--- config.mk ---
export PLATFORM = sky130hd
export DESIGN_NAME = uart_rx_fifo
export DESIGN_NICKNAME = d
export VERILOG_FILES = /design/src/rtl/uart_rx_fifo.sv
export SDC_FILE = /design/constraint.sdc
export NUM_CORES = 1
export LEC_CHECK = 0
export CAP_MARGIN = 30
export CORE_AREA = 2 2 122 124
export CTS_CLUSTER_DIAMETER = 50
export DETAILED_ROUTE_END_ITERATION = 8
export DIE_AREA = 0 0 124 126
export REMOVE_ABC_BUFFERS = 1
export SYNTH_ARGS = -nofsm -noshare
export SYNTH_HDL_FRONTEND = slang
export SYNTH_SLANG_ARGS = --single-unit
--- constraint.sdc ---
create_clock -name clk -period 2.35 [get_ports clk]
set_input_delay 0.3525 -clock clk [delete_from_list [all_inputs] [get_ports clk]]
set_output_delay 0.3525 -clock clk [all_outputs]
set_load 0.05 [all_outputs]
--- src/rtl/uart_rx_fifo.sv ---
`timescale 1ns/1ps
// uart_rx_fifo: oversampling-free UART receiver (one mid-bit sample per bit)
// feeding a small power-of-two receive FIFO with a sticky overrun flag.
module uart_rx_fifo #(
  parameter int clk_frequency = 50000000,
  parameter int baud_rate     = 115200,
  parameter int data_bits     = 8,
  parameter int parity_mode   = 0,
  parameter int stop_bits     = 1,
  parameter int fifo_depth    = 4
) (
  input  logic                          clk,
  input  logic                          reset,
  input  logic                          rx,
  output logic [data_bits-1:0]          out_data,
  output logic                          out_parity_err,
  output logic                          out_frame_err,
  output logic                          out_valid,
  input  logic                          out_ready,
  output logic                          overrun,
  input  logic                          overrun_clear,
  output logic [$clog2(fifo_depth):0]   fifo_count
);

  localparam int bit_period  = clk_frequency / baud_rate;
  localparam int half_period = bit_period / 2;
  localparam int cnt_w       = $clog2(bit_period);
  localparam int addr_w      = $clog2(fifo_depth);
  localparam int entry_w     = data_bits + 2;
  localparam bit odd_parity  = (parity_mode == 2);
  localparam bit has_parity  = (parity_mode != 0);

  localparam logic [cnt_w-1:0] period_load = cnt_w'(bit_period - 1);
  localparam logic [cnt_w-1:0] half_load   = cnt_w'(half_period - 1);
  localparam logic [3:0]       last_data   = 4'(data_bits - 1);
  localparam logic             last_stop   = 1'(stop_bits - 1);

  // Reject configurations the receiver cannot handle correctly.
  if (bit_period < 8 ||
      data_bits < 5 || data_bits > 9 ||
      parity_mode < 0 || parity_mode > 2 ||
      stop_bits < 1 || stop_bits > 2 ||
      fifo_depth < 2 || (fifo_depth & (fifo_depth - 1)) != 0) begin : g_param_check
    $fatal(1, "uart_rx_fifo: illegal parameter combination");
  end

  typedef enum logic [2:0] {IDLE, START, DATA, PARITY, STOP} state_t;

  // Receiver state
  state_t               state_q, state_d;
  logic [cnt_w-1:0]     cnt_q, cnt_d;
  logic [3:0]           bit_idx_q, bit_idx_d;
  logic                 stop_idx_q, stop_idx_d;
  logic [data_bits-1:0] shift_q, shift_d;
  logic                 parity_err_q, parity_err_d;
  logic                 frame_err_q, frame_err_d;
  logic                 push;
  logic [entry_w-1:0]   push_word;

  // Synchroniser and start-edge qualification
  logic       rx_meta, rx_s, rx_prev;
  logic [1:0] settle;
  logic       start_edge, sample;

  // FIFO
  logic [entry_w-1:0] mem [fifo_depth];
  logic [addr_w-1:0]  wr_ptr, rd_ptr;
  logic [addr_w:0]    count;
  logic               full, pop, wr_en, overrun_set;

  // Two-flop synchroniser; rx_prev only reports a high line once the
  // synchroniser holds real samples, so a low line at reset release is not an edge.
  always_ff @(posedge clk or posedge reset) begin
    if (reset) begin
      rx_meta <= 1'b1;
      rx_s    <= 1'b1;
      settle  <= 2'b00;
      rx_prev <= 1'b0;
    end else begin
      rx_meta <= rx;
      rx_s    <= rx_meta;
      settle  <= {settle[0], 1'b1};
      rx_prev <= settle[1] & rx_s;
    end
  end

  assign start_edge = rx_prev & ~rx_s;
  assign sample     = (cnt_q == '0);

  // Receiver state register and frame datapath
  always_ff @(posedge clk or posedge reset) begin
    if (reset) begin
      state_q      <= IDLE;
      cnt_q        <= '0;
      bit_idx_q    <= '0;
      stop_idx_q   <= 1'b0;
      shift_q      <= '0;
      parity_err_q <= 1'b0;
      frame_err_q  <= 1'b0;
    end else begin
      state_q      <= state_d;
      cnt_q        <= cnt_d;
      bit_idx_q    <= bit_idx_d;
      stop_idx_q   <= stop_idx_d;
      shift_q      <= shift_d;
      parity_err_q <= parity_err_d;
      frame_err_q  <= frame_err_d;
    end
  end

  // Next-state logic: one sample per bit when the down-counter hits zero
  always_comb begin
    state_d      = state_q;
    cnt_d        = cnt_q;
    bit_idx_d    = bit_idx_q;
    stop_idx_d   = stop_idx_q;
    shift_d      = shift_q;
    parity_err_d = parity_err_q;
    frame_err_d  = frame_err_q;
    push         = 1'b0;
    push_word    = {parity_err_q, frame_err_q, shift_q};

    case (state_q)
      IDLE: begin
        if (start_edge) begin
          state_d = START;
          cnt_d   = half_load;
        end
      end

      START: begin
        if (sample) begin
          if (rx_s) begin
            state_d = IDLE;
          end else begin
            state_d      = DATA;
            cnt_d        = period_load;
            bit_idx_d    = '0;
            parity_err_d = 1'b0;
            frame_err_d  = 1'b0;
          end
        end else begin
          cnt_d = cnt_q - cnt_w'(1);
        end
      end

      DATA: begin
        if (sample) begin
          shift_d   = {rx_s, shift_q[data_bits-1:1]};
          bit_idx_d = bit_idx_q + 4'd1;
          cnt_d     = period_load;
          if (bit_idx_q == last_data) begin
            state_d    = has_parity ? PARITY : STOP;
            stop_idx_d = 1'b0;
          end
        end else begin
          cnt_d = cnt_q - cnt_w'(1);
        end
      end

      PARITY: begin
        if (sample) begin
          parity_err_d = (^shift_q) ^ rx_s ^ odd_parity;
          state_d      = STOP;
          stop_idx_d   = 1'b0;
          cnt_d        = period_load;
        end else begin
          cnt_d = cnt_q - cnt_w'(1);
        end
      end

      STOP: begin
        if (sample) begin
          frame_err_d = frame_err_q | ~rx_s;
          if (stop_idx_q == last_stop) begin
            push      = 1'b1;
            push_word = {parity_err_q, frame_err_q | ~rx_s, shift_q};
            state_d   = IDLE;
          end else begin
            stop_idx_d = stop_idx_q + 1'b1;
            cnt_d      = period_load;
          end
        end else begin
          cnt_d = cnt_q - cnt_w'(1);
        end
      end

      default: begin
        state_d = IDLE;
        cnt_d   = '0;
      end
    endcase
  end

  assign full        = (count == (addr_w + 1)'(fifo_depth));
  assign out_valid   = (count != '0);
  assign pop         = out_valid & out_ready;
  assign wr_en       = push & (~full | pop);
  assign overrun_set = push & full & ~pop;

  // FIFO storage; contents need no reset because out_valid qualifies them
  always_ff @(posedge clk) begin
    if (wr_en) begin
      mem[wr_ptr] <= push_word;
    end
  end

  // FIFO pointers and occupancy; pointers wrap naturally at the power-of-two depth
  always_ff @(posedge clk or posedge reset) begin
    if (reset) begin
      wr_ptr <= '0;
      rd_ptr <= '0;
      count  <= '0;
    end else begin
      if (wr_en) begin
        wr_ptr <= wr_ptr + addr_w'(1);
      end
      if (pop) begin
        rd_ptr <= rd_ptr + addr_w'(1);
      end
      case ({wr_en, pop})
        2'b10:   count <= count + (addr_w + 1)'(1);
        2'b01:   count <= count - (addr_w + 1)'(1);
        default: count <= count;
      endcase
    end
  end

  // Sticky overrun; a drop in the same cycle as a clear keeps the flag set
  always_ff @(posedge clk or posedge reset) begin
    if (reset) begin
      overrun <= 1'b0;
    end else if (overrun_set) begin
      overrun <= 1'b1;
    end else if (overrun_clear) begin
      overrun <= 1'b0;
    end
  end

  assign {out_parity_err, out_frame_err, out_data} = mem[rd_ptr];
  assign fifo_count = count;

endmodule

==> results of run 1 <==
==> worst max-delay path by stage <==
stage               depth (start not counted)  slack, ns       endpoint     startpoint
global route                               12      0.003  fifo_count[2]       cnt_q[0]
floorplan                                   9      -0.24  fifo_count[2]  fifo_count[1]
CTS                                         7       0.02      mem[0][2]       cnt_q[0]
global placement                           10      -0.31  fifo_count[2]      out_ready
finish                                     10       0.13  fifo_count[2]      out_ready
detailed placement                         10      -0.40  fifo_count[2]      out_ready
==> report_power, final <==
group	switching (mW)	leakage [nW]	internal, mW
Combinational	0.949	0.652	0.699
Sequential	0.167	0.886	1.58
Clock	0.524	0.164	1.04
Total	1.64	1.70	3.32
==> registers in the layout (all words and copies together) (netlist names) <==
name and count:
parity_err_q 1, fifo_count 3, rx_meta 1, overrun 1, cnt_q 9, mem 40
settle 2, rd_ptr 2, shift_q 8, wr_ptr 2, frame_err_q 1, rx_prev 1
state_q 3, bit_idx_q 4, rx_s 1
==> cells in the mapped netlist (2+ instances only) <==
cell type / count / area share
sky130_fd_sc_hd__ha_1: 8 / 0.029
sky130_fd_sc_hd__o21ai_0: 18 / 0.026
sky130_fd_sc_hd__edfxtp_1: 40 / 0.34
sky130_fd_sc_hd__mux2_2: 9 / 0.029
sky130_fd_sc_hd__nor3_1: 7 / 0.010
sky130_fd_sc_hd__dfstp_2: 2 / 0.015
sky130_fd_sc_hd__clkbuf_1: 4 / 0.0043
sky130_fd_sc_hd__nor3b_1: 2 / 0.0043
sky130_fd_sc_hd__xor2_1: 5 / 0.013
sky130_fd_sc_hd__nor2_1: 13 / 0.014
sky130_fd_sc_hd__xnor2_1: 10 / 0.025
sky130_fd_sc_hd__mux4_2: 10 / 0.064
sky130_fd_sc_hd__and2_1: 7 / 0.013
sky130_fd_sc_hd__o22ai_1: 2 / 0.0036
sky130_fd_sc_hd__or3_1: 2 / 0.0036
sky130_fd_sc_hd__a21oi_1: 10 / 0.014
sky130_fd_sc_hd__inv_1: 12 / 0.013
sky130_fd_sc_hd__buf_4: 2 / 0.0043
sky130_fd_sc_hd__dfrtp_1: 37 / 0.27
sky130_fd_sc_hd__buf_2: 2 / 0.0029
sky130_fd_sc_hd__nand3_1: 5 / 0.0072
sky130_fd_sc_hd__nand2_1: 17 / 0.018
==> timing repair <==
| item | in CTS | in global routing |
|---|---|---|
| endpoints found under the hold margin | 0 | 0 |
| setup buffers | 0 | 0 |
| cloned | 0 | 0 |
| gates resized for setup | 1 | 4 |
| pin swaps | 1 | 3 |
| setup endpoints to repair | 1 | 43 |
==> critical path: cells and delay by family <==
family,cells,cell delay [ns]
xor+xnor,2,0.30
fa+ha+maj,2,0.48
buf+inv,3,0.53
simple gates,3,0.80
==> kinds of logic (layout without fill, tap and decap cells) <==
logic type	after synthesis	in the layout	share of synthesized area
DFF	79	79	0.624
and+or+nand+nor	65	65	0.101
AOI/OAI and AO/OA	42	42	0.0756
buffers and inverters	21	65	0.0254
muxes	20	20	0.0978
xor gates and xnor gates	15	15	0.0376
adders and majority gates	10	10	0.0373
other	1	1	0.00107
==> per-layer routing <==
layer | wire length (microns) | global-route usage | vias up
met4 | 32 | 0.0159 | 0
met1 | 2880 | 0.110 | 1016
met5 | 0 | 0 | -
met2 | 3170 | 0.149 | 24
li1 | - | - | 1008
met3 | 220 | 0.0380 | 5
==> placed cells by master (no fill, tap or decap), types with 7 or more instances in the layout <==
cell / count
sky130_fd_sc_hd__mux2_2: 9
sky130_fd_sc_hd__nor3_1: 7
sky130_fd_sc_hd__nor2_1: 13
sky130_fd_sc_hd__xnor2_1: 10
sky130_fd_sc_hd__edfxtp_1: 40
sky130_fd_sc_hd__clkdlybuf4s50_1: 8
sky130_fd_sc_hd__dfrtp_1: 37
sky130_fd_sc_hd__a21oi_1: 10
sky130_fd_sc_hd__ha_1: 8
sky130_fd_sc_hd__mux4_2: 10
sky130_fd_sc_hd__clkbuf_16: 9
sky130_fd_sc_hd__buf_4: 28
sky130_fd_sc_hd__nand2_1: 17
sky130_fd_sc_hd__o21ai_0: 18
sky130_fd_sc_hd__inv_1: 12
==> final cells by class <==
| type | instances | area (sq um) |
|---|---|---|
| Clock inverter | 5 | 108 |
| Multi-Input combinational cell | 153 | 1240 |
| Sequential cell | 79 | 2180 |
| Fill cell | 1418 | 9980 |
| Inverter | 12 | 45.0 |
| Tap cell | 184 | 230 |
| Clock buffer | 11 | 233 |
| Timing Repair Buffer | 37 | 303 |
==> through the flow <==
step | instances | setup WS [ns] | setup TNS (ns) | total power [mW] | cell area, sq um
after floorplan | 244 | -0.242 | -0.359 | 2.88 | 3450
after global placement | 465 | -0.306 | -1.23 | 3.38 | 3980
after detailed placement | 465 | -0.402 | -3.49 | 3.42 | 3980
after CTS | 481 | 0.0163 | 0 | 5.00 | 4320
after global routing | 481 | 0.00346 | 0 | 5.24 | 4340
final | 481 | 0.129 | 0 | 4.96 | 4340
==> metrics.txt, run 1 <==
# TYPE chip_impl_metric gauge
chip_impl_metric{name="num_antenna_cells",unit=""} 0
chip_impl_metric{name="timing.reg2reg.setup_slack",unit="ns"} 0.15
chip_impl_metric{name="cellPowerDensity",unit="nW/um^2"} 1140
chip_impl_metric{name="finClkSkew",unit="ns"} 0.00637
chip_impl_metric{name="final.hold.worst_slack",unit="ns"} 0.352
chip_impl_metric{name="ys_seq_elements",unit=""} 79
chip_impl_metric{name="area_growth",unit="%"} 24.2
chip_impl_metric{name="numClockSinks",unit=""} 79
chip_impl_metric{name="antenna_violating_nets_post_route",unit=""} 0
chip_impl_metric{name="grt_first_pass_wirelength",unit="microns"} 10800
chip_impl_metric{name="via_count_of_the_first_global_routing_pass",unit=""} 2186
chip_impl_metric{name="finalHoldViolCount",unit=""} 0
chip_impl_metric{name="synth_seq_area_share",unit=""} 0.624
chip_impl_metric{name="grt_max_degree",unit=""} 40
chip_impl_metric{name="routed_wl",unit="microns"} 6300
chip_impl_metric{name="detailroute.via_count",unit=""} 2053
chip_impl_metric{name="drive_gt1_frac",unit=""} 0.249
chip_impl_metric{name="async_reset_ff_frac",unit=""} 0.494
chip_impl_metric{name="synth-warning-count",unit=""} 0
chip_impl_metric{name="critical-path-max-stage-delay",unit="ns"} 0.50
chip_impl_info{name="hold_start",value="settle[0]"} 1
chip_impl_metric{name="die_h",unit="microns"} 126
chip_impl_metric{name="core_outline_area",unit="sq um"} 14300
chip_impl_metric{name="fin_crit",unit="ns"} 2.22
chip_impl_metric{name="post_synth_edffs",unit=""} 40
chip_impl_metric{name="grt_usage",unit=""} 0.0897
chip_impl_metric{name="hold-path-cell-count",unit=""} 0
chip_impl_metric{name="static-leakage-power",unit="nW"} 1.70
chip_impl_metric{name="finish.utilization",unit=""} 0.303
chip_impl_metric{name="final-setup-viol-count",unit=""} 0
chip_impl_info{name="regToRegStartpoint",value="fifo_count[1]"} 1
chip_impl_metric{name="numPortBuffers",unit=""} 19
chip_impl_metric{name="worst_slew_pin_slew",unit="ns"} 0.527
chip_impl_metric{name="ff2ff_path_depth",unit=""} 9
chip_impl_metric{name="clkLatencyLatePin",unit="ns"} 0.33
chip_impl_metric{name="total_die_area",unit="sq um"} 15600
chip_impl_metric{name="arrival_time_of_the_worst_setup_path",unit="ns"} 2.47
chip_impl_metric{name="tritoncts.num_buffers",unit=""} 9
chip_impl_metric{name="avgSynthCellArea",unit="sq um"} 13.8
chip_impl_metric{name="worst_slew_margin_rel",unit=""} 0.649
chip_impl_info{name="cts_tree",value="built"} 1
chip_impl_info{name="rsz0062_at_grt",value="false"} 1
chip_impl_info{name="clock_tree.root_cell",value="sky130_fd_sc_hd__clkbuf_16"} 1
chip_impl_metric{name="grt_antenna_before_repair",unit=""} 0
chip_impl_metric{name="post-route-drc-count",unit=""} 0
chip_impl_metric{name="layout_net_count",unit=""} 306
chip_impl_metric{name="crit_fanout",unit=""} 2
chip_impl_metric{name="io_pins",unit=""} 20
chip_impl_metric{name="crit_required",unit="ns"} 2.60
chip_impl_metric{name="die_w",unit="microns"} 124
chip_impl_metric{name="drtIter0Drc",unit=""} 162
chip_impl_info{name="critical_path.startpoint_type",value="primary input"} 1
chip_impl_metric{name="postCtsHoldBufs",unit=""} 0
chip_impl_metric{name="detail_route.vias_per_cell",unit=""} 4.27
chip_impl_info{name="cp_slowest_cell",value="sky130_fd_sc_hd__or4b_4"} 1
chip_impl_metric{name="cts.path.max_buffers",unit=""} 2
chip_impl_metric{name="synth_cells",unit=""} 253
chip_impl_metric{name="netlist_area",unit="sq um"} 3490
chip_impl_info{name="synth-main-ff-cell",value="sky130_fd_sc_hd__edfxtp_1"} 1
chip_impl_metric{name="place_congestion",unit=""} 0.816
chip_impl_metric{name="ys_types",unit=""} 51
chip_impl_metric{name="wire_per_inst",unit="microns"} 13.1
chip_impl_metric{name="grt_overflow_total",unit=""} 0
chip_impl_info{name="hold_path_end",value="settle[1]"} 1
chip_impl_metric{name="max-cap-violations",unit=""} 0
chip_impl_metric{name="ir_worst_vdd",unit="uV"} 515
chip_impl_info{name="critPathKind",value="in -> reg"} 1
chip_impl_info{name="timing.critical_path.cells",value="clkdlybuf4s50_1 > or4b_4 > nor3b_2 > inv_1 > ha_1 > inv_1 > fa_2 > xor2_1 > nor2_1 > xor2_1"} 1
chip_impl_metric{name="initial_core_utilization",unit=""} 0.244
chip_impl_metric{name="path_clk_slew",unit="ns"} 0.06
chip_impl_metric{name="final_max_slew_viol_count",unit=""} 0
chip_impl_metric{name="rows",unit=""} 44
chip_impl_info{name="outcome",value="finished, final reports clean"} 1
chip_impl_info{name="endpoint_kind",value="flop"} 1
chip_impl_info{name="end_of_the_worst_register_to_register_path",value="fifo_count[2]"} 1
chip_impl_metric{name="max_freq",unit="MHz"} 450
chip_impl_info{name="hold_class",value="reg -> reg"} 1
chip_impl_metric{name="final_min_period_over_clock_period",unit=""} 0.945
chip_impl_metric{name="post_dp_hpwl",unit="microns"} 4260
chip_impl_metric{name="detail_route.first_pass.iterations",unit=""} 4
chip_impl_metric{name="clock_tree.htree_level_count",unit=""} 3
Note: power is estimated with default switching activity, not from simulation.
==> inputs of run 2 (changes only) <==
Settings changed: ABC_AREA from default to 1, CORE_AREA 2 2 122 124 to 2 2 126 128, DIE_AREA 0 0 124 126 to 0 0 128 130.
==> run 2 against run 1 <==
Combinational power is 58% higher. Cell count rose by 28%. Critical path depth fell by 6. Highest routed layer unchanged. Synthesized cell count rose by 53%. Die area increased by 6.5%. Critical endpoint is now out_data[4]. Maximum frequency rose by 3.8%. Worst setup slack improved by 0.081 ns. First-iteration DRC count fell by 25%. Hold slack got worse by 0.0041 ns. Total power increased by 19%. Sequential share of layout area is 2.8 points lower.
==> metrics.txt, run 2 <==
# TYPE chip_impl_metric gauge
chip_impl_metric{name="seq_area",unit="sq um"} 2180
chip_impl_metric{name="clock_tree.htree_level_count",unit=""} 3
chip_impl_metric{name="arrival_time_of_the_worst_setup_path",unit="ns"} 1.79
chip_impl_metric{name="worst_slew_pin_slew",unit="ns"} 0.592
chip_impl_info{name="cp_top_family",value="flip-flops"} 1
chip_impl_info{name="timing.critical_path.cells",value="inv_1 > o21ai_0 > o22ai_1 > buf_12"} 1
chip_impl_metric{name="fin_crit",unit="ns"} 2.14
chip_impl_metric{name="synth_seq_area_share",unit=""} 0.586
chip_impl_metric{name="finish.utilization",unit=""} 0.298
chip_impl_metric{name="initial_core_utilization",unit=""} 0.241
chip_impl_info{name="hold_class",value="reg -> reg"} 1
chip_impl_metric{name="async_reset_ff_frac",unit=""} 0.494
chip_impl_metric{name="p_total",unit="mW"} 5.89
chip_impl_metric{name="cts.path.max_buffers",unit=""} 2
chip_impl_metric{name="synth_top_cell_area_share",unit=""} 0.323
chip_impl_metric{name="final-setup-viol-count",unit=""} 0
chip_impl_metric{name="layout.filler_cells",unit=""} 1582
chip_impl_metric{name="area_growth",unit="%"} 23.3
chip_impl_metric{name="drtIter0Drc",unit=""} 121
chip_impl_metric{name="finClkSkew",unit="ns"} 0.00512
chip_impl_metric{name="place_congestion",unit=""} 0.792
chip_impl_metric{name="wire_per_inst",unit="microns"} 11.6
chip_impl_metric{name="setup_tns",unit="ns"} 0
chip_impl_metric{name="worstPathBufferInverterCount",unit=""} 2
chip_impl_metric{name="grt_antenna_before_repair",unit=""} 0
chip_impl_metric{name="grt_first_pass_wirelength",unit="microns"} 12200
chip_impl_info{name="outcome",value="finished, final reports clean"} 1
chip_impl_info{name="clock_tree.root_cell",value="sky130_fd_sc_hd__clkbuf_16"} 1
chip_impl_metric{name="critical-path-max-stage-delay",unit="ns"} 0.51
chip_impl_metric{name="postCtsHoldBufs",unit=""} 0
chip_impl_info{name="cts_tree",value="built"} 1
chip_impl_metric{name="final_max_slew_viol_count",unit=""} 0
chip_impl_metric{name="io_pins",unit=""} 20
chip_impl_metric{name="via_count_of_the_first_global_routing_pass",unit=""} 2667
chip_impl_metric{name="post-route-drc-count",unit=""} 0
chip_impl_metric{name="synth-warning-count",unit=""} 0
chip_impl_metric{name="path_clk_slew",unit="ns"} 0.06
chip_impl_info{name="reg_with_most_ffs",value="mem"} 1
chip_impl_metric{name="core_outline_area",unit="sq um"} 15400
chip_impl_metric{name="avgSynthCellArea",unit="sq um"} 9.64
chip_impl_metric{name="ir_worst_vdd",unit="uV"} 374
chip_impl_metric{name="synth_cells",unit=""} 386
chip_impl_metric{name="numPortBuffers",unit=""} 19
chip_impl_metric{name="grt_usage",unit=""} 0.0935
chip_impl_metric{name="netlist_area",unit="sq um"} 3720
chip_impl_info{name="synth.top_cells.by_count",value="84 x sky130_fd_sc_hd__nand2_1, 46 x sky130_fd_sc_hd__inv_1, 46 x sky130_fd_sc_hd__nor2_1"} 1
chip_impl_metric{name="die_h",unit="microns"} 130
chip_impl_metric{name="max-cap-violations",unit=""} 0
chip_impl_info{name="endpoint_kind",value="primary output"} 1
chip_impl_metric{name="detail_route.first_pass.iterations",unit=""} 7
chip_impl_metric{name="rows",unit=""} 46
chip_impl_metric{name="layout_net_count",unit=""} 431
chip_impl_metric{name="ys_seq_elements",unit=""} 79
chip_impl_info{name="layout.cells.most_common_list",value="84 x sky130_fd_sc_hd__nand2_1, 46 x sky130_fd_sc_hd__inv_1, 45 x sky130_fd_sc_hd__nor2_1"} 1
chip_impl_info{name="synthDominantAreaCellType",value="sky130_fd_sc_hd__edfxtp_1"} 1
chip_impl_metric{name="clkLatencyLatePin",unit="ns"} 0.33
chip_impl_metric{name="total_die_area",unit="sq um"} 16600
chip_impl_metric{name="largest_register_ffs",unit=""} 40
chip_impl_metric{name="final_cells",unit=""} 614
chip_impl_info{name="cp_slowest_cell",value="sky130_fd_sc_hd__dfrtp_1"} 1
chip_impl_metric{name="crit_required",unit="ns"} 2.00
chip_impl_metric{name="wl_met1",unit="microns"} 3180
chip_impl_info{name="rsz0062_at_grt",value="false"} 1
chip_impl_info{name="synth-main-ff-cell",value="sky130_fd_sc_hd__edfxtp_1"} 1
chip_impl_metric{name="finalHoldViolCount",unit=""} 0
chip_impl_metric{name="wl_met3",unit="microns"} 215
chip_impl_metric{name="placed_cells",unit=""} 598
chip_impl_metric{name="cellPowerDensity",unit="nW/um^2"} 1280
chip_impl_metric{name="antenna_violating_nets_post_route",unit=""} 0
chip_impl_metric{name="post_cts.repair.setup_buffers",unit=""} 0
chip_impl_metric{name="detailroute.via_count",unit=""} 2660
chip_impl_info{name="critPathKind",value="reg -> out"} 1
chip_impl_info{name="route.top_layer_used",value="met4"} 1
chip_impl_metric{name="tritoncts.num_buffers",unit=""} 9
chip_impl_metric{name="post_dp_hpwl",unit="microns"} 4840
chip_impl_info{name="critical_path.startpoint_type",value="flop"} 1
chip_impl_metric{name="drive_gt1_frac",unit=""} 0.156
chip_impl_metric{name="die_w",unit="microns"} 128
chip_impl_metric{name="grt_overflow_total",unit=""} 0
chip_impl_metric{name="crit_fanout",unit=""} 11
chip_impl_metric{name="routed_wl",unit="microns"} 7130
chip_impl_metric{name="wl_met2",unit="microns"} 3630
chip_impl_metric{name="area_of_combinational_cells_with_multiple_inputs",unit="sq um"} 1320
chip_impl_info{name="most_frequent_standard_cell_in_the_layout_excluding_fill_and_tap_cells",value="sky130_fd_sc_hd__nand2_1"} 1
chip_impl_metric{name="post_synth_edffs",unit=""} 40
chip_impl_metric{name="ys_types",unit=""} 33
chip_impl_metric{name="grt_max_degree",unit=""} 40
chip_impl_info{name="synthMostInstantiatedCell",value="sky130_fd_sc_hd__nand2_1"} 1
chip_impl_metric{name="numClockSinks",unit=""} 79
chip_impl_info{name="layout_top_registers",value="mem (40), cnt_q (9), shift_q (8)"} 1
chip_impl_metric{name="num_antenna_cells",unit=""} 0
chip_impl_metric{name="final_min_period_over_clock_period",unit=""} 0.910
chip_impl_info{name="ys_top_cells_by_area",value="sky130_fd_sc_hd__edfxtp_1 32%, sky130_fd_sc_hd__dfrtp_1 25%, sky130_fd_sc_hd__nand2_1 8.5%, sky130_fd_sc_hd__inv_1 4.6%, sky130_fd_sc_hd__nor2_1 4.6%"} 1
chip_impl_metric{name="static-leakage-power",unit="nW"} 2.00
chip_impl_metric{name="worst_slew_margin_rel",unit=""} 0.605
chip_impl_metric{name="max_freq",unit="MHz"} 467
chip_impl_metric{name="detail_route.vias_per_cell",unit=""} 4.33
[run 2: cell types whose count changed after synthesis, moves of 7 or more]
cell,before,now
sky130_fd_sc_hd__o21ai_0,18,31
sky130_fd_sc_hd__mux4_2,10,0
sky130_fd_sc_hd__xnor2_1,10,2
sky130_fd_sc_hd__o21ai_2,0,7
sky130_fd_sc_hd__o22ai_1,2,10
sky130_fd_sc_hd__nor2_1,13,46
sky130_fd_sc_hd__mux2_2,9,0
sky130_fd_sc_hd__inv_1,12,46
sky130_fd_sc_hd__a21oi_1,10,3
sky130_fd_sc_hd__nand2_1,17,84
sky130_fd_sc_hd__and2_1,7,0
sky130_fd_sc_hd__nand3_1,5,24
[run 2: per-layer routing]
metal  vias up  global-route usage
li1       1334                   -
met1      1279               0.106
met2        41               0.164
met3         6              0.0258
met4         0              0.0446
met5         -                   0
[run 2: cells by family after synthesis]
family | count (synthesis) | synth area share
DFF | 79 | 0.586
adders and majority gates | 9 | 0.0323
AOI/OAI and AO/OA | 60 | 0.0975
buffers and inverters | 56 | 0.0595
other | 1 | 0.00101
xor gates and xnor gates | 8 | 0.0188
and+or+nand+nor | 173 | 0.205
[run 2: worst register-to-register path, stage by stage, from the launching register on]
cell	delay, ns
sky130_fd_sc_hd__dfrtp_1	0.39
sky130_fd_sc_hd__inv_1	0.08
sky130_fd_sc_hd__ha_1	0.24
sky130_fd_sc_hd__nand2_1	0.08
sky130_fd_sc_hd__nor2_1	0.05
sky130_fd_sc_hd__nand2_2	0.07
sky130_fd_sc_hd__nor2_2	0.04
sky130_fd_sc_hd__nand2_2	0.07
sky130_fd_sc_hd__ha_1	0.14
sky130_fd_sc_hd__inv_1	0.07
sky130_fd_sc_hd__fa_1	0.37
sky130_fd_sc_hd__a21oi_1	0.14
sky130_fd_sc_hd__o21ai_0	0.11
sky130_fd_sc_hd__xor2_1	0.15
[run 2: final cells by class]
class                   count  share of cell area
multi-input cells         251               0.288
repair buffers             28              0.0780
clock inverters             7              0.0183
flip-flops and latches     79               0.475
inverters                  48              0.0392
clock buffers               9              0.0491
well taps                 192              0.0523
[run 2: path summary, 6_finish.rpt]
kind	from	to	slack, ns	cells past startpoint
worst max-delay path	rd_ptr[1]	out_data[4]	0.21	4
worst min-delay path	settle[0]	settle[1]	0.35	0
worst max register to register	cnt_q[0]	fifo_count[2]	0.24	13
worst min register to register	settle[0]	settle[1]	0.35	0
max in group asynchronous	reset	rx_meta	1.54	3
min in group asynchronous	reset	cnt_q[1]	0.44	3
[run 2: metrics by stage]
| stage | area (sq um) | worst slack, ns | hold WS, ns |
|---|---|---|---|
| 4_1_cts | 4590 | 0.134 | 0.351 |
| 3_5_place_dp | 4280 | 0.135 | 0.336 |
| 6_report | 4590 | 0.211 | 0.348 |
| 2_1_floorplan | 3680 | 0.170 | 0.331 |
| 5_1_grt | 4590 | 0.0164 | 0.360 |
| 3_3_place_gp | 4280 | 0.212 | 0.332 |
[run 2: report_power, final]
| part | total [mW] | switching (mW) | internal (mW) |
|---|---|---|---|
| Sequential | 1.83 | 0.186 | 1.64 |
| Clock | 1.44 | 0.598 | 0.845 |
| Combinational | 2.61 | 1.63 | 0.981 |
[run 2: what timing repair did]
item | in CTS | in global routing
hold endpoints to repair | 0 | 0
setup endpoints to repair | 0 | 1
gates resized for setup | 0 | 1
==> inputs of run 3 (changes only) <==
Settings changed: REMOVE_ABC_BUFFERS 1 to default.
==> run 3 against run 2 <==
Maximum frequency fell by 0.63%. Critical path depth up 9. Clock skew about the same. Largest cell class unchanged. Utilization up 0.065 points. Hold slack better by 0.0066 ns.
==> metrics.txt, run 3 (synthesized netlist as in run 2, its figures left out) <==
# TYPE chip_impl_metric gauge
chip_impl_info{name="outcome",value="finished, final reports clean"} 1
chip_impl_metric{name="initial_core_utilization",unit=""} 0.241
chip_impl_metric{name="grt_first_pass_wirelength",unit="microns"} 12700
chip_impl_metric{name="final_max_slew_viol_count",unit=""} 0
chip_impl_metric{name="post_synthesis_net_count",unit=""} 400
chip_impl_metric{name="largest_register_ffs",unit=""} 40
chip_impl_metric{name="arrival_time_of_the_worst_setup_path",unit="ns"} 2.35
chip_impl_metric{name="num_antenna_cells",unit=""} 0
chip_impl_metric{name="fin_crit",unit="ns"} 2.15
chip_impl_info{name="setup.worst_path.start",value="cnt_q[0]"} 1
chip_impl_metric{name="post_dp_hpwl",unit="microns"} 4970
chip_impl_metric{name="crit_required",unit="ns"} 2.55
chip_impl_metric{name="final_min_period_over_clock_period",unit=""} 0.916
chip_impl_metric{name="total_die_area",unit="sq um"} 16600
chip_impl_info{name="rsz0062_at_grt",value="false"} 1
chip_impl_metric{name="place_congestion",unit=""} 0.827
chip_impl_info{name="critPathKind",value="reg -> reg"} 1
chip_impl_metric{name="grt_max_degree",unit=""} 40
chip_impl_metric{name="hold-path-cell-count",unit=""} 0
chip_impl_metric{name="ff2ff_path_depth",unit=""} 13
chip_impl_metric{name="area_growth",unit="%"} 23.6
chip_impl_metric{name="post_place_cell_area",unit="sq um"} 4290
chip_impl_info{name="hold_start",value="settle[0]"} 1
chip_impl_info{name="hold_class",value="reg -> reg"} 1
chip_impl_info{name="layout_top_registers",value="mem (40), cnt_q (9), shift_q (8)"} 1
chip_impl_metric{name="finalHoldViolCount",unit=""} 0
chip_impl_metric{name="die_w",unit="microns"} 128
chip_impl_metric{name="path_clk_slew",unit="ns"} 0.06
chip_impl_metric{name="drive_gt1_frac",unit=""} 0.158
chip_impl_metric{name="final_cell_area",unit="sq um"} 4600
chip_impl_metric{name="clock_tree.htree_level_count",unit=""} 3
chip_impl_metric{name="routed_wl",unit="microns"} 7340
chip_impl_info{name="layout.cells.most_common_list",value="84 x sky130_fd_sc_hd__nand2_1, 46 x sky130_fd_sc_hd__inv_1, 45 x sky130_fd_sc_hd__nor2_1"} 1
chip_impl_metric{name="layout.filler_cells",unit=""} 1562
chip_impl_info{name="critical_path.startpoint_type",value="flop"} 1
chip_impl_metric{name="worst_slew_pin_slew",unit="ns"} 0.502
chip_impl_metric{name="detail_route.first_pass.iterations",unit=""} 4
chip_impl_metric{name="cts.path.max_buffers",unit=""} 2
chip_impl_info{name="clock_tree.root_cell",value="sky130_fd_sc_hd__clkbuf_16"} 1
chip_impl_metric{name="crit_fanout",unit=""} 4
chip_impl_metric{name="area_of_combinational_cells_with_multiple_inputs",unit="sq um"} 1320
chip_impl_metric{name="postCtsHoldBufs",unit=""} 0
chip_impl_metric{name="via_count_of_the_first_global_routing_pass",unit=""} 2624
chip_impl_metric{name="tritoncts.num_buffers",unit=""} 9
chip_impl_metric{name="static-leakage-power",unit="nW"} 2.01
chip_impl_metric{name="die_h",unit="microns"} 130
chip_impl_info{name="most_frequent_standard_cell_in_the_layout_excluding_fill_and_tap_cells",value="sky130_fd_sc_hd__nand2_1"} 1
chip_impl_metric{name="post-route-drc-count",unit=""} 0
chip_impl_metric{name="seq_area",unit="sq um"} 2180
chip_impl_info{name="endpoint_kind",value="flop"} 1
chip_impl_metric{name="numPortBuffers",unit=""} 19
chip_impl_metric{name="numClockSinks",unit=""} 79
chip_impl_info{name="hold_path_end",value="settle[1]"} 1
chip_impl_metric{name="grt_antenna_before_repair",unit=""} 0
chip_impl_metric{name="core_outline_area",unit="sq um"} 15400
chip_impl_info{name="regToRegStartpoint",value="cnt_q[0]"} 1
chip_impl_metric{name="worst_slew_margin_rel",unit=""} 0.664
chip_impl_metric{name="max-cap-violations",unit=""} 0
chip_impl_metric{name="timing.reg2reg.setup_slack",unit="ns"} 0.20
chip_impl_metric{name="pre_cts_slack",unit="ns"} 0.110
chip_impl_metric{name="layout_net_count",unit=""} 433
chip_impl_metric{name="finClkSkew",unit="ns"} 0.00506
chip_impl_metric{name="final-setup-viol-count",unit=""} 0
chip_impl_metric{name="detailroute.via_count",unit=""} 2706
chip_impl_metric{name="wire_per_inst",unit="microns"} 11.9
chip_impl_metric{name="final_critical_path_setup_slack",unit="ns"} 0.197
chip_impl_metric{name="grt_overflow_total",unit=""} 0
chip_impl_metric{name="antenna_violating_nets_post_route",unit=""} 0
chip_impl_metric{name="clkLatencyLatePin",unit="ns"} 0.33
chip_impl_metric{name="drtIter0Drc",unit=""} 201
chip_impl_metric{name="setup_tns",unit="ns"} 0
chip_impl_metric{name="ir_worst_vdd",unit="uV"} 427
chip_impl_metric{name="max_freq",unit="MHz"} 464
chip_impl_metric{name="detail_route.vias_per_cell",unit=""} 4.39
chip_impl_metric{name="rows",unit=""} 46
chip_impl_metric{name="io_pins",unit=""} 20
chip_impl_metric{name="grt_usage",unit=""} 0.0969
chip_impl_info{name="reg_with_most_ffs",value="mem"} 1
chip_impl_info{name="end_of_the_worst_register_to_register_path",value="fifo_count[2]"} 1
chip_impl_metric{name="cellPowerDensity",unit="nW/um^2"} 1280
chip_impl_info{name="cts_tree",value="built"} 1
## run 3: what timing repair did
item | CTS | global route
endpoints found under the setup margin | 0 | 1
setup buffers | 0 | 0
gates resized for setup | 0 | 1
## run 3: layout make-up
| class | count | share of cell area |
|---|---|---|
| multi-input combinational | 251 | 0.288 |
| sequential | 79 | 0.474 |
| tap | 192 | 0.0522 |
| inverter | 48 | 0.0392 |
| timing repair buffer | 30 | 0.0810 |
| clock buffer | 9 | 0.0490 |
| clock inverter | 7 | 0.0171 |
## run 3: worst max-delay path, cell delays in order (launching register included)
cell and delay (ns):
sky130_fd_sc_hd__dfrtp_1 0.39, sky130_fd_sc_hd__inv_1 0.08, sky130_fd_sc_hd__ha_1 0.23, sky130_fd_sc_hd__nand2_1 0.09, sky130_fd_sc_hd__nor2_1 0.05, sky130_fd_sc_hd__nand2_2 0.07, sky130_fd_sc_hd__nor2_2 0.04, sky130_fd_sc_hd__nand2_2 0.07
sky130_fd_sc_hd__ha_1 0.14, sky130_fd_sc_hd__inv_1 0.07, sky130_fd_sc_hd__fa_1 0.38, sky130_fd_sc_hd__a21oi_1 0.14, sky130_fd_sc_hd__o21ai_0 0.11, sky130_fd_sc_hd__xor2_1 0.16
## run 3: power breakdown
part | internal (mW) | switching [mW]
logic | 1.00 | 1.68
clock network | 0.837 | 0.570
registers | 1.64 | 0.166
## run 3: how the worst max path moves through the flow
| stage | slack (ns) | endpoint |
|---|---|---|
| finish | 0.20 | fifo_count[2] |
| floorplan | 0.20 | fifo_count[2] |
| CTS | 0.17 | fifo_count[1] |
| global placement | 0.20 | fifo_count[2] |
| global route | 0.04 | fifo_count[1] |
| detailed placement | 0.11 | fifo_count[2] |
## run 3: metal layers
layer / global-route usage / vias to the layer above / wire [microns]
met1: 0.113 / 1325 / 3240
li1: - / 1336 / -
met2: 0.173 / 41 / 3840
met4: 0.0356 / 0 / 60
met3: 0.0250 / 4 / 199
met5: 0 / - / 0
## run 3: per-stage QoR
stage	utilization	hold slack, ns	instances	power (mW)
after floorplan	-	0.331	386	3.55
after global placement	0.278	0.333	600	4.48
after detailed placement	0.278	0.349	600	4.53
after CTS	0.298	0.358	616	5.96
after global routing	0.298	0.359	616	6.28
final	0.298	0.355	616	5.90
